<file path="config.mk">
export PLATFORM = sky130hd
export DESIGN_NAME = stat_reporter_flat
export DESIGN_NICKNAME = d
export VERILOG_FILES = /design/src/rtl/stat_report_pkg.sv /design/src/rtl/stat_reporter_if.sv /design/src/rtl/report_timer.sv /design/src/rtl/stat_reporter.sv /design/src/flat_wrapper.sv
export SDC_FILE = /design/constraint.sdc
export NUM_CORES = 1
export LEC_CHECK = 0
export ABC_CLOCK_PERIOD_IN_PS = 5200
export BUFFER_PORTS_ARGS = -buffer_cell sky130_fd_sc_hd__buf_2
export CORE_MARGIN = 2
export CORE_UTILIZATION = 35
export DETAILED_ROUTE_END_ITERATION = 8
export MAX_ROUTING_LAYER = met4
export PLACE_DENSITY = 0.64
export RECOVER_POWER = 100
export SLEW_MARGIN = 30
export SYNTH_ARGS = -nofsm -noshare
export SYNTH_HDL_FRONTEND = slang
export SYNTH_HIERARCHICAL = 1
export SYNTH_SLANG_ARGS = --single-unit
</file>
<file path="constraint.sdc">
create_clock -name clk -period 5.2 [get_ports clk]
set_input_delay 0.52 -clock clk [delete_from_list [all_inputs] [get_ports clk]]
set_output_delay 0.52 -clock clk [all_outputs]
set_load 0.05 [all_outputs]
</file>
<file path="src/rtl/stat_report_pkg.sv">
// Shared definitions for stat_reporter: ASCII constants, hex digit encoding,
// frame length arithmetic and the FSM state type.
package stat_report_pkg;

  localparam logic [7:0] CH_SPACE = 8'h20;
  localparam logic [7:0] CH_COLON = 8'h3A;
  localparam logic [7:0] CH_STAR  = 8'h2A;
  localparam logic [7:0] CH_CR    = 8'h0D;
  localparam logic [7:0] CH_LF    = 8'h0A;

  typedef enum logic {
    ST_IDLE = 1'b0,
    ST_SEND = 1'b1
  } state_t;

  // 0-9 -> '0'..'9', A-F -> 'A'..'F'
  function automatic logic [7:0] hex_ascii(input logic [3:0] nib);
    return (nib < 4'd10) ? (8'h30 + {4'h0, nib}) : (8'h37 + {4'h0, nib});
  endfunction

  function automatic int frame_len(input int num_ch, input int cnt_d,
                                   input int seq_d, input bit csum_en);
    return seq_d + num_ch * (3 + cnt_d) + 2 + (csum_en ? 4 : 0);
  endfunction

endpackage

</file>
<file path="src/rtl/stat_reporter_if.sv">
// Byte stream from stat_reporter to the UART transmitter.
interface stat_reporter_if;
  logic [7:0] data;
  logic       valid;
  logic       require;

  modport master (output data, output valid, input require);
  modport slave  (input data, input valid, output require);
endinterface

</file>
<file path="src/rtl/report_timer.sv">
// Free-running period counter; tick is high during the last count so the
// request is sampled on the same edge that wraps the counter.
module report_timer #(
  parameter int REPORT_COUNT = 25_000_000
) (
  input  logic clk,
  input  logic rst_n,
  output logic tick
);
  localparam int TW = (REPORT_COUNT > 1) ? $clog2(REPORT_COUNT) : 1;

  logic [TW-1:0] count_reg;
  logic          wrap;

  assign wrap = (count_reg == TW'(REPORT_COUNT - 1));
  assign tick = wrap;

  always_ff @(posedge clk or negedge rst_n) begin
    if (!rst_n)    count_reg <= '0;
    else if (wrap) count_reg <= '0;
    else           count_reg <= count_reg + 1'b1;
  end
endmodule

</file>
<file path="src/rtl/stat_reporter.sv">
// Snapshots NUM_CH counters and a sequence number into an uppercase-hex text line
// and streams it byte by byte. Define REPORT_CHECKSUM_EN to append " *XX" before CR LF.
module stat_reporter
  import stat_report_pkg::*;
#(
  parameter int CLK_FREQ    = 50_000_000,
  parameter int REPORT_FREQ = 2,
  parameter int NUM_CH      = 2,
  parameter int CNT_WIDTH   = 32,
  parameter int SEQ_WIDTH   = 12
) (
  input  logic                        clk,
  input  logic                        rst_n,
  input  logic [NUM_CH*CNT_WIDTH-1:0] counters,
  input  logic                        trigger,
  stat_reporter_if.master             tx,
  output logic                        busy,
  output logic [7:0]                  drop_cnt
);
  localparam int REPORT_COUNT = CLK_FREQ / REPORT_FREQ;
  localparam int CNT_D        = CNT_WIDTH / 4;
  localparam int SEQ_D        = SEQ_WIDTH / 4;
  localparam int CH_LEN       = 3 + CNT_D;
  localparam int BODY_END     = SEQ_D + NUM_CH * CH_LEN;
`ifdef REPORT_CHECKSUM_EN
  localparam bit CSUM_EN = 1'b1;
`else
  localparam bit CSUM_EN = 1'b0;
`endif
  localparam int FRAME_LEN = frame_len(NUM_CH, CNT_D, SEQ_D, CSUM_EN);
  localparam int IW        = $clog2(FRAME_LEN);
  localparam int CW        = (NUM_CH > 1) ? $clog2(NUM_CH) : 1;
  localparam int PW        = $clog2(CH_LEN);

  localparam logic [IW-1:0] IDX_SEQ_END   = IW'(SEQ_D);
  localparam logic [IW-1:0] IDX_SEQ_LAST  = IW'(SEQ_D - 1);
  localparam logic [IW-1:0] IDX_BODY_END  = IW'(BODY_END);
  localparam logic [IW-1:0] IDX_BODY_LAST = IW'(BODY_END - 1);
  localparam logic [IW-1:0] IDX_LAST      = IW'(FRAME_LEN - 1);
  localparam logic [PW-1:0] POS_LAST      = PW'(CH_LEN - 1);

  state_t                      state_reg, state_next;
  logic [IW-1:0]               idx_reg, idx_next;
  logic [CW-1:0]               ch_reg, ch_next;
  logic [PW-1:0]               pos_reg, pos_next;
  logic [SEQ_WIDTH-1:0]        seq_reg, seq_next;
  logic [NUM_CH*CNT_WIDTH-1:0] snap_reg, snap_next;
  logic [7:0]                  drop_reg, drop_next;
  logic                        valid_reg, valid_next;
  logic [7:0]                  data_reg;
`ifdef REPORT_CHECKSUM_EN
  logic [7:0]                  csum_reg, csum_next;
`endif

  logic                 tick, request, accept;
  logic [7:0]           byte_sel;
  logic [3:0]           nib_sel;
  logic [IW-1:0]        tail_pos;
  logic [CNT_WIDTH-1:0] cnt_sel;

  report_timer #(.REPORT_COUNT(REPORT_COUNT)) u_timer (
    .clk   (clk),
    .rst_n (rst_n),
    .tick  (tick)
  );

  assign request = tick | trigger;
  assign accept  = valid_reg & tx.require;

  always_comb begin
    state_next = state_reg;
    idx_next   = idx_reg;
    ch_next    = ch_reg;
    pos_next   = pos_reg;
    seq_next   = seq_reg;
    snap_next  = snap_reg;
    drop_next  = drop_reg;
    valid_next = valid_reg;
`ifdef REPORT_CHECKSUM_EN
    csum_next  = csum_reg;
`endif
    case (state_reg)
      ST_IDLE: begin
        if (request) begin
          state_next = ST_SEND;
          idx_next   = '0;
          ch_next    = '0;
          pos_next   = '0;
          seq_next   = seq_reg + 1'b1;
          snap_next  = counters;
          valid_next = 1'b1;
`ifdef REPORT_CHECKSUM_EN
          csum_next  = 8'h00;
`endif
        end
      end
      ST_SEND: begin
        if (request && drop_reg != 8'hFF) drop_next = drop_reg + 8'd1;
        if (accept) begin
`ifdef REPORT_CHECKSUM_EN
          if (idx_reg <= IDX_BODY_LAST) csum_next = csum_reg ^ data_reg;
`endif
          if (idx_reg == IDX_LAST) begin
            state_next = ST_IDLE;
            valid_next = 1'b0;
          end else begin
            idx_next = idx_reg + 1'b1;
            // channel/position track the body; they stay parked on the last body byte
            if (idx_reg >= IDX_SEQ_END && idx_reg < IDX_BODY_LAST) begin
              if (pos_reg == POS_LAST) begin
                pos_next = '0;
                ch_next  = ch_reg + 1'b1;
              end else begin
                pos_next = pos_reg + 1'b1;
              end
            end
          end
        end
      end
      default: state_next = ST_IDLE;
    endcase
  end

  // Decode the byte for the post-edge index so data can be registered.
  always_comb begin
    byte_sel = CH_LF;
    nib_sel  = 4'h0;
    tail_pos = idx_next - IDX_BODY_END;
    cnt_sel  = snap_next[ch_next*CNT_WIDTH +: CNT_WIDTH];
    if (idx_next < IDX_SEQ_END) begin
      nib_sel  = 4'(seq_next >> (4 * (IDX_SEQ_LAST - idx_next)));
      byte_sel = hex_ascii(nib_sel);
    end else if (idx_next < IDX_BODY_END) begin
      if (pos_next == PW'(0))      byte_sel = CH_SPACE;
      else if (pos_next == PW'(1)) byte_sel = hex_ascii(4'(ch_next));
      else if (pos_next == PW'(2)) byte_sel = CH_COLON;
      else begin
        nib_sel  = 4'(cnt_sel >> (4 * (POS_LAST - pos_next)));
        byte_sel = hex_ascii(nib_sel);
      end
    end else begin
`ifdef REPORT_CHECKSUM_EN
      if (tail_pos == IW'(0))      byte_sel = CH_SPACE;
      else if (tail_pos == IW'(1)) byte_sel = CH_STAR;
      else if (tail_pos == IW'(2)) byte_sel = hex_ascii(csum_next[7:4]);
      else if (tail_pos == IW'(3)) byte_sel = hex_ascii(csum_next[3:0]);
      else if (tail_pos == IW'(4)) byte_sel = CH_CR;
      else                         byte_sel = CH_LF;
`else
      byte_sel = (tail_pos == IW'(0)) ? CH_CR : CH_LF;
`endif
    end
  end

  always_ff @(posedge clk or negedge rst_n) begin
    if (!rst_n) begin
      state_reg <= ST_IDLE;
      idx_reg   <= '0;
      ch_reg    <= '0;
      pos_reg   <= '0;
      seq_reg   <= '0;
      snap_reg  <= '0;
      drop_reg  <= 8'h00;
      valid_reg <= 1'b0;
      data_reg  <= 8'h00;
`ifdef REPORT_CHECKSUM_EN
      csum_reg  <= 8'h00;
`endif
    end else begin
      state_reg <= state_next;
      idx_reg   <= idx_next;
      ch_reg    <= ch_next;
      pos_reg   <= pos_next;
      seq_reg   <= seq_next;
      snap_reg  <= snap_next;
      drop_reg  <= drop_next;
      valid_reg <= valid_next;
      data_reg  <= valid_next ? byte_sel : 8'h00;
`ifdef REPORT_CHECKSUM_EN
      csum_reg  <= csum_next;
`endif
    end
  end

  assign tx.data  = data_reg;
  assign tx.valid = valid_reg;
  assign busy     = (state_reg == ST_SEND);
  assign drop_cnt = drop_reg;

endmodule

</file>
<file path="src/flat_wrapper.sv">
// flat-port wrapper written by rule: the top's interface ports become plain ports
module stat_reporter_flat import stat_report_pkg::*;
#(
  parameter int CLK_FREQ    = 50_000_000,
  parameter int REPORT_FREQ = 2,
  parameter int NUM_CH      = 2,
  parameter int CNT_WIDTH   = 32,
  parameter int SEQ_WIDTH   = 12
)
  (clk, rst_n, counters, trigger, busy, drop_cnt, tx_data, tx_valid, tx_require);
  stat_reporter_if tx_i ();
  input  logic clk;
  input  logic rst_n;
  input  logic [NUM_CH*CNT_WIDTH-1:0] counters;
  input  logic trigger;
  output logic busy;
  output logic [7:0] drop_cnt;
  output wire logic [$bits(tx_i.data)-1:0] tx_data;
  output wire logic [$bits(tx_i.valid)-1:0] tx_valid;
  input wire logic [$bits(tx_i.require)-1:0] tx_require;
  assign tx_data = tx_i.data;
  assign tx_valid = tx_i.valid;
  assign tx_i.require = tx_require;
  stat_reporter #(.CLK_FREQ(CLK_FREQ), .REPORT_FREQ(REPORT_FREQ), .NUM_CH(NUM_CH), .CNT_WIDTH(CNT_WIDTH), .SEQ_WIDTH(SEQ_WIDTH)) u_core (.clk(clk), .rst_n(rst_n), .counters(counters), .trigger(trigger), .tx(tx_i), .busy(busy), .drop_cnt(drop_cnt));
endmodule
</file>
==> results of run 1 <==
==> worst min-delay path, delay by kind of cell <==
kind / cells / cell delay [ps]
and+or+nand+nor: 2 / 100
buffers and inverters: 1 / 70
==> power by group <==
group / internal (mW) / switching, mW
Combinational: 0.286 / 0.460
Clock: 0.744 / 0.456
Sequential: 1.09 / 0.0740
==> stage by stage <==
| stage | total power, mW | cells | cell area (sq um) |
|---|---|---|---|
| after floorplan | 1.74 | 753 | 7050 |
| after global placement | 1.92 | 1083 | 7730 |
| after detailed placement | 1.94 | 1083 | 7730 |
| after CTS | 3.15 | 1115 | 8340 |
| after global routing | 3.28 | 1115 | 8260 |
| final | 3.11 | 1115 | 8260 |
==> kinds of logic after synthesis <==
kind of cell             count (synthesis)  synth area share
AO/OA/AOI/OAI                           91            0.0895
AND/OR/NAND/NOR                        370             0.245
adder cells (fa/ha/maj)                 14            0.0249
XOR/XNOR                                39            0.0485
buffers and inverters                   54            0.0376
flip-flops                             128             0.454
multiplexers                            56            0.0999
other                                    1          0.000532
==> metal layers <==
layer	wire [microns]	global-route usage	part of all wire
met3	635	0.0332	0.039
met4	142	0.0412	0.0088
met1	8160	0.226	0.51
met2	7150	0.240	0.44
met5	0	-	0
==> layout by cell type (no fill, tap or decap), types with 7 or more instances in the layout <==
cell type and count:
xor2_1 12, inv_1 18, a21oi_1 28, nand4_1 20, ha_1 14, buf_2 66
xnor2_1 27, and3_1 8, nand3_1 26, mux4_2 7, nand2_1 225, mux2i_1 24
clkbuf_1 25, nor2_1 36, clkbuf_16 17, and2_1 7, dfrtp_1 128, o21ai_0 18
nor3_1 12, mux2_2 15
==> how the worst max path moves through the flow <==
stage	startpoint	endpoint	slack, ps	depth (start not counted)
floorplan	u_core/u_timer/count_reg[0]$_DFF_PN0_	u_core/tx.data[1]$_DFF_PN0_	420	20
global placement	u_core/u_timer/count_reg[0]$_DFF_PN0_	u_core/tx.data[2]$_DFF_PN0_	520	20
detailed placement	u_core/u_timer/count_reg[0]$_DFF_PN0_	u_core/tx.data[2]$_DFF_PN0_	380	20
CTS	u_core/u_timer/count_reg[0]$_DFF_PN0_	u_core/tx.data[2]$_DFF_PN0_	340	20
global route	u_core/u_timer/count_reg[0]$_DFF_PN0_	u_core/tx.data[1]$_DFF_PN0_	60	17
finish	u_core/u_timer/count_reg[0]$_DFF_PN0_	u_core/tx.data[5]$_DFF_PN0_	390	16
==> cell type report <==
cell class	count	area, sq um
fillers	1957	11300
multi-input cells	571	3570
flip-flops and latches	128	3200
repair buffers	99	484
clock buffers	20	467
well taps	265	332
clock inverters	11	130
inverters	21	78.8
==> what timing repair did <==
item	in CTS	in global routing
gates resized for setup	0	1
hold buffers	1	0
endpoints found under the setup margin	0	1
endpoints found under the hold margin	17	0
==> results.toml, run 1 <==
[run_status]
status = "finished, violations left"
violations = "max-capacitance violations, max-slew violations"

[setup_path]
r2r-end = "u_core/tx.data[5]$_DFF_PN0_"
r2r_slack_ps = 390
worst_setup_path_start_kind = "flip-flop"
cp.arrival_ps = 5130
cp_top_family = "buffers and inverters"
slowest_stage = "clkbuf_1"
cp_max_fo = 50
cp_data_required_time_ps = 5510
slowest_delay_ps = 520
cp_num_buf_inv = 3
end_kind = "flip-flop"
cp_common_cell = "buf_4"
crit_type = "flip-flop to flip-flop"
rr_startpoint = "u_core/u_timer/count_reg[0]$_DFF_PN0_"
worst_r2r_path_depth = 16
path_cells = "ha_1 -> and2_4 -> nand4_1 -> nor4_1 -> buf_4 -> o21bai_1 -> buf_4 -> nand2_1 -> mux2i_4 -> clkbuf_1 -> mux2_2 -> mux4_2 -> o31a_1 -> a32oi_1 -> o21ai_0 -> a21oi_1"

[die]
pin_count = 86
die_area_sq_mm = 0.0213
die_x_microns = 146
core_sq_mm = 0.0196
die_h_microns = 146
rows = 51
start_util = 0.360

[timing]
finalSetupViolCount = 0
finalCritPeriodShare = 0.925
fin_crit_ps = 4810
relSlewSlack = -0.826
slew_violations = 130
tightest_slew_ps = 2710
rsz0062_at_grt = "no"
clock_skew_ps = 9.88
fmax_mhz = 208
timing.hold.ws_ps = 311
finalHoldViolations = 0
setup_ws_ps = 388
finalSetupTns_ps = 0

[cells_and_area]
largest_reg_flops = 64
nets = 920
diodes = 0
drive_gt1_frac = 0.176
area_growth_pct = 17.3
post-route-util = 0.422

[logic_synthesis]
yosysSeqAreaShare = 0.454
ys_ff_latch = 128
avgSynthCellArea_sq_um = 9.36
synth_cell_types = 76
synth-main-ff-cell = "dfrtp_1"
yosys_warnings = 6
synth_commonest_cells = "nand2_1 (225), dfrtp_1 (128), nor2_1 (36)"
synth.area.top_cells = "dfrtp_1 (45%), nand2_1 (12%), xnor2_1 (3.4%), mux2i_1 (3.3%), mux2_2 (2.6%)"
synth_edf_count = 0
async_flop_share = 1.00
synth_fp_nets = 835
synth_most_common_cell = "nand2_1"
synthCells = 753
synth_area_sq_mm = 0.00705
synth_top_area_frac = 0.454
synth_area_leader_cell = "dfrtp_1"

[global_routing]
grt_pass1_wl_mm = 27.1
grt_pass1_vias = 5441
grt-ovfl-total = 0
antenna_found_initial = 0
grt_usage = 0.162
grt_max_degree = 67

[drt]
wl_per_cell_microns = 14.4
drc = 0
detail_route.iter0.violations = 343
finalWirelength_mm = 16.1
vias = 5545
ant_nets = 0
viasPerCell = 4.97
drtPass1Iterations = 5

[power]
powerDensity_mw_per_mm2 = 377
leakagePower_nw = 3.86
ir_drop_uv = 238

[clocking]
clockBufferDepth = 2
clock_latency_ps = 420
clk_pin_slew_ps = 60
postCtsSetupBuffers = 0
numCtsBuffers = 17
cts_num_sinks = 128
cts_root_buf = "clkbuf_16"
cts_tree = "built"
htree_levels = 4

[hold_path]
hold_depth = 3
min_from = "counters[27]"
worstHoldPathType = "input port to flip-flop"
min_to = "u_core/snap_reg[27]$_DFF_PN0_"

[placed_design]
hpwl_mm = 11.4
dp_slack_ps = 383
io_buffers = 84
place_congestion = 0.868

[run]
maxCapViolations = 3
(Power assumes the default switching activity.)
==> run 2: changes to the inputs <==
Settings changed: ABC_AREA set to 1, PLACE_DENSITY 0.64 to 0.63.
==> run 2 against run 1 <==
Against the previous run:
- the flow still finishes with violations (max-capacitance violations, max-slew violations)
- critical path depth grew 8
- critical path type unchanged
- synthesized area grew 5.4%
- non-clock buffer count shrank 8
- wire length grew 12%
- global-route usage grew 1.4 points
- design area grew 4.9%
==> results.toml, run 2 <==
[logic_synthesis]
yosysSeqAreaShare = 0.431
synth_cell_types = 44
avgSynthCellArea_sq_um = 7.83
yosys_warnings = 6
synth_edf_count = 0
synth_commonest_cells = "nand2_1 (157), inv_1 (138), dfrtp_1 (128)"
synth_top_area_frac = 0.431
synth_most_common_cell = "nand2_1"
synthCells = 948
synth_area_sq_mm = 0.00743
ys_ff_latch = 128
async_flop_share = 1.00
synth-main-ff-cell = "dfrtp_1"
synth_area_leader_cell = "dfrtp_1"
synth.area.top_cells = "dfrtp_1 (43%), nand2_1 (7.9%), nand3_1 (7.6%), inv_1 (7.0%), o21ai_0 (5.5%)"
synth_fp_nets = 1030

[die]
rows = 53
start_util = 0.354
die_h_microns = 150
core_sq_mm = 0.0210
die_x_microns = 150
die_area_sq_mm = 0.0224
pin_count = 86

[clocking]
htree_levels = 4
cts_hold_buf = 0
clock_latency_ps = 420
cts_num_sinks = 128
clockBufferDepth = 2
clk_pin_slew_ps = 60
postCtsResizedCells = 0
numCtsBuffers = 17
cts_root_buf = "clkbuf_16"
cts_tree = "built"
postCtsSetupBuffers = 0

[timing]
rsz0062_at_grt = "no"
fin_crit_ps = 4340
fmax_mhz = 230
tightest_slew_ps = 2300
finalSetupViolCount = 0
finalSetupTns_ps = 0
relSlewSlack = -0.534
slew_violations = 80
finalHoldViolations = 0
timing.hold.ws_ps = 324
finalCritPeriodShare = 0.835
clock_skew_ps = 9.90

[placed_design]
place_congestion = 0.876
io_buffers = 84
hpwl_mm = 12.9

[run_status]
status = "finished, violations left"
violations = "max-capacitance violations, max-slew violations"

[drt]
vias = 6229
detail_route.iter0.violations = 410
ant_nets = 0
viasPerCell = 4.73
finalWirelength_mm = 18.0
drtPass1Iterations = 5
drc = 0
wl_per_cell_microns = 13.6

[global_routing]
grt_pass1_wl_mm = 30.4
grt_usage = 0.176
antenna_found_initial = 0
grt-ovfl-total = 0
grt_pass1_vias = 6276
grt_max_degree = 60

[cells_and_area]
largest_reg_flops = 64
drive_gt1_frac = 0.207
area_growth_pct = 16.8
nets = 1112
layout_commonest_cell = "nand2_1"
final_cell_mix = "nand2_1 (160), inv_1 (139), dfrtp_1 (128)"
diodes = 0

[power]
leakagePower_nw = 4.25
powerDensity_mw_per_mm2 = 680
ir_drop_uv = 329
p_total_mw = 5.90

[setup_path]
cp_max_fo = 42
crit_type = "flip-flop to flip-flop"
slowest_stage = "buf_4"
cp.arrival_ps = 4630
worst_setup_path_start_kind = "flip-flop"
slowest_delay_ps = 430
cp_data_required_time_ps = 5490
end_kind = "flip-flop"
path_cells = "ha_1 -> nand2_1 -> nor2_8 -> nand2_1 -> nor2_1 -> nand3_4 -> clkinvlp_2 -> nor2_1 -> nor2_4 -> buf_4 -> nor2_1 -> nand2_2 -> nand2_4 -> o21ai_0 -> nand3_1 -> nand3_1 -> nand2_1 -> nand2_1 -> ha_1 -> nand2_1 -> nand3_2 -> nor2_1 -> o21ai_0 -> nor2_1"

[run]
maxCapViolations = 2

[hold_path]
worstHoldPathType = "input port to flip-flop"
-- run 2: metrics by stage --
| stage | util | std cells | setup slack, ps | cell area (sq um) |
|---|---|---|---|---|
| 4_1_cts | 0.418 | 1317 | 1160 | 8750 |
| 2_1_floorplan | - | 948 | 1600 | 7430 |
| 3_5_place_dp | 0.387 | 1286 | 1180 | 8100 |
| 5_1_grt | 0.414 | 1317 | 390 | 8670 |
| 6_report | 0.414 | 1317 | 858 | 8670 |
| 3_3_place_gp | 0.387 | 1286 | 1230 | 8100 |
-- run 2: worst paths after layout --
kind	start	to	slack [ps]	depth (start not counted)
setup / recovery	u_core/u_timer/count_reg[0]$_DFF_PN0_	u_core/tx.data[6]$_DFF_PN0_	860	24
hold / removal	counters[12]	u_core/snap_reg[12]$_DFF_PN0_	320	3
setup reg to reg	u_core/u_timer/count_reg[0]$_DFF_PN0_	u_core/tx.data[6]$_DFF_PN0_	860	24
hold reg to reg	u_core/snap_reg[16]$_DFF_PN0_	u_core/snap_reg[16]$_DFF_PN0_	470	2
max in group asynchronous	rst_n	u_core/seq_reg[7]$_DFF_PN0_	1590	2
min in group asynchronous	rst_n	u_core/snap_reg[55]$_DFF_PN0_	640	1
-- run 2: logic make-up after synthesis --
kind of cell / after synthesis / synth area share
adder cells (fa/ha/maj): 14 / 0.0236
AND/OR/NAND/NOR: 469 / 0.315
buffers and inverters: 176 / 0.0953
other: 1 / 0.000505
flip-flops: 128 / 0.431
multiplexers: 6 / 0.00809
XOR/XNOR: 27 / 0.0318
AO/OA/AOI/OAI: 127 / 0.0942
-- run 2: per-layer routing --
metal / up-vias / global-route usage / wire length [microns]
li1: 3172 / - / -
met1: 2917 / 0.220 / 8230
met2: 123 / 0.284 / 8760
met3: 17 / 0.0448 / 738
met4: 0 / 0.0495 / 229
met5: - / - / 0
-- run 2: final cells by class --
cell class	count	area (sq um)
clock buffers	18	439
clock inverters	13	209
fillers	2184	12300
inverters	148	557
multi-input cells	644	3480
flip-flops and latches	128	3200
well taps	275	344
repair buffers	91	444
-- run 2: worst max-delay path, delay by kind of cell, from the launching register on --
family / cells / cell delay, ps
buffers and inverters: 2 / 610
AND/OR/NAND/NOR: 18 / 2260
flip-flops: 1 / 400
adder cells (fa/ha/maj): 2 / 390
AO/OA/AOI/OAI: 2 / 540
-- run 2: where the power goes --
group | leakage (nW) | internal [mW] | switching, mW
Clock | 0.309 | 0.862 | 0.456
Sequential | 1.50 | 1.37 | 0.164
Combinational | 2.45 | 1.05 | 1.99
==> run 3: changes to the inputs <==
Settings changed: ABC_CLOCK_PERIOD_IN_PS 5200 to 4600.
Clock period 5.2 ns to 4.6 ns, I/O delays scaled along.
==> run 3 against run 2 <==
Against the previous run:
- critical path type unchanged
- cell count up 0.15%
- clock skew down 1.6 ps
- fmax up 6.9%
- core utilization down 0.19 points
- largest power group unchanged
- register-to-register slack worse by 320 ps
- combinational power up 14%
- largest cell class unchanged
- the run still ends with max-capacitance violations, max-slew violations left
- clock power up 5%
- count of clock-buffer cells in the layout unchanged
- global-route usage down 0.20 points
- sequential power up 12%
==> results.toml, run 3 (same netlist as run 2, synthesis figures left out) <==
[run_status]
status = "finished, violations left"
violations = "max-capacitance violations, max-slew violations"

[clocking]
cts_hold_buf = 0
postCtsResizedCells = 0
numCtsBuffers = 17
clk_pin_slew_ps = 60
cts_tree = "built"
htree_levels = 4
postCtsSetupBuffers = 0
cts_num_sinks = 128
clockBufferDepth = 2
cts_root_buf = "clkbuf_16"
clock_latency_ps = 420

[setup_path]
worst_setup_path_start_kind = "flip-flop"
cp.arrival_ps = 4410
worst_r2r_path_depth = 22
cp_max_fo = 9
end_kind = "flip-flop"
r2r_slack_ps = 540
r2r-end = "u_core/tx.data[6]$_DFF_PN0_"
crit_end = "u_core/tx.data[6]$_DFF_PN0_"
setup.worst_path.start = "u_core/u_timer/count_reg[0]$_DFF_PN0_"
crit_type = "flip-flop to flip-flop"
cp_data_required_time_ps = 4950
rr_startpoint = "u_core/u_timer/count_reg[0]$_DFF_PN0_"

[die]
die_area_sq_mm = 0.0224
start_util = 0.354
die_x_microns = 150
pin_count = 86
die_h_microns = 150
rows = 53
core_sq_mm = 0.0210

[timing]
fin_crit_ps = 4060
relSlewSlack = -0.996
rsz0062_at_grt = "no"
finalCritPeriodShare = 0.883
finalHoldViolations = 0
finalSetupViolCount = 0
tightest_slew_ps = 2990
slew_violations = 58
clock_skew_ps = 8.32
finalSetupTns_ps = 0
fmax_mhz = 246
setup_ws_ps = 538

[cells_and_area]
area_growth_pct = 16.2
final_cell_mix = "nand2_1 (161), inv_1 (139), dfrtp_1 (128)"
largest_reg_flops = 64
nets = 1112
layout_commonest_cell = "nand2_1"
drive_gt1_frac = 0.205

[drt]
vias = 6279
detail_route.iter0.violations = 381
drc = 0
viasPerCell = 4.76
wl_per_cell_microns = 13.5
finalWirelength_mm = 17.9
ant_nets = 0
drtPass1Iterations = 7

[global_routing]
grt_pass1_wl_mm = 30.0
grt_pass1_vias = 6123
grt-ovfl-total = 0
grt_usage = 0.174
antenna_found_initial = 0
grt_max_degree = 62

[hold_path]
min_from = "counters[0]"
worstHoldPathType = "input port to flip-flop"

[power]
leakagePower_nw = 4.24
ir_drop_uv = 384
powerDensity_mw_per_mm2 = 763

[run]
maxCapViolations = 1

[placed_design]
io_buffers = 84
hpwl_mm = 12.7
place_congestion = 0.863
dp_slack_ps = 657
## run 3: layout make-up
class                      count  area (sq um)
antenna                        1          2.50
clock buffer                  18           429
multi-input combinational    644          3460
tap                          275           344
sequential                   128          3200
inverter                     148           557
clock inverter                14           180
timing repair buffer          91           458
fill                        2197         12300
## run 3: how the worst min path moves through the flow
stage          cells after the start                             to
3_3_place_gp                       2   u_core/snap_reg[0]$_DFF_PN0_
2_1_floorplan                      0          u_core/busy$_DFF_PN0_
3_5_place_dp                       2  u_core/snap_reg[12]$_DFF_PN0_
5_1_grt                            3  u_core/snap_reg[20]$_DFF_PN0_
4_1_cts                            1  u_core/snap_reg[60]$_DFF_PN0_
6_report                           3   u_core/snap_reg[0]$_DFF_PN0_
## run 3: routing by layer
layer	up-vias	GRT usage	wire (microns)
met5	-	-	0
met4	0	0.0472	208
met3	13	0.0402	804
met2	140	0.282	8640
met1	2950	0.220	8210
li1	3176	-	-
## run 3: through the flow
stage	std cells	utilization	cell area (sq um)	power [mW]	hold slack (ps)
global placement	1286	0.387	8120	5.18	455
CTS	1318	0.416	8720	6.69	106
detailed placement	1286	0.387	8120	5.24	460
floorplan	948	-	7430	4.47	164
finish	1319	0.412	8630	6.59	273
global route	1318	0.412	8630	7.18	258
## run 3: critical path, cell delays in order, from the launching register on
cell and delay [ps]:
dfrtp_1 410, ha_1 240, nand2_1 170, nor2_8 60, nand2_4 90, nor2_4 40, nand3_4 90, clkinv_2 90
nor2_1 320, inv_1 150, o21ai_0 300, nand2_1 150, ha_1 500, inv_1 230, nand3_1 140, nand3_1 80
nand2_1 150, inv_2 50, a21oi_1 330, nand3_2 120, nor2_1 110, o21ai_0 80, nor2_1 100
## run 3: power breakdown
group	leakage (nW)	internal (mW)	total (mW)	switching, mW
Sequential	1.50	1.55	1.73	0.181
Combinational	2.45	1.19	3.47	2.28
Clock	0.292	0.860	1.39	0.526
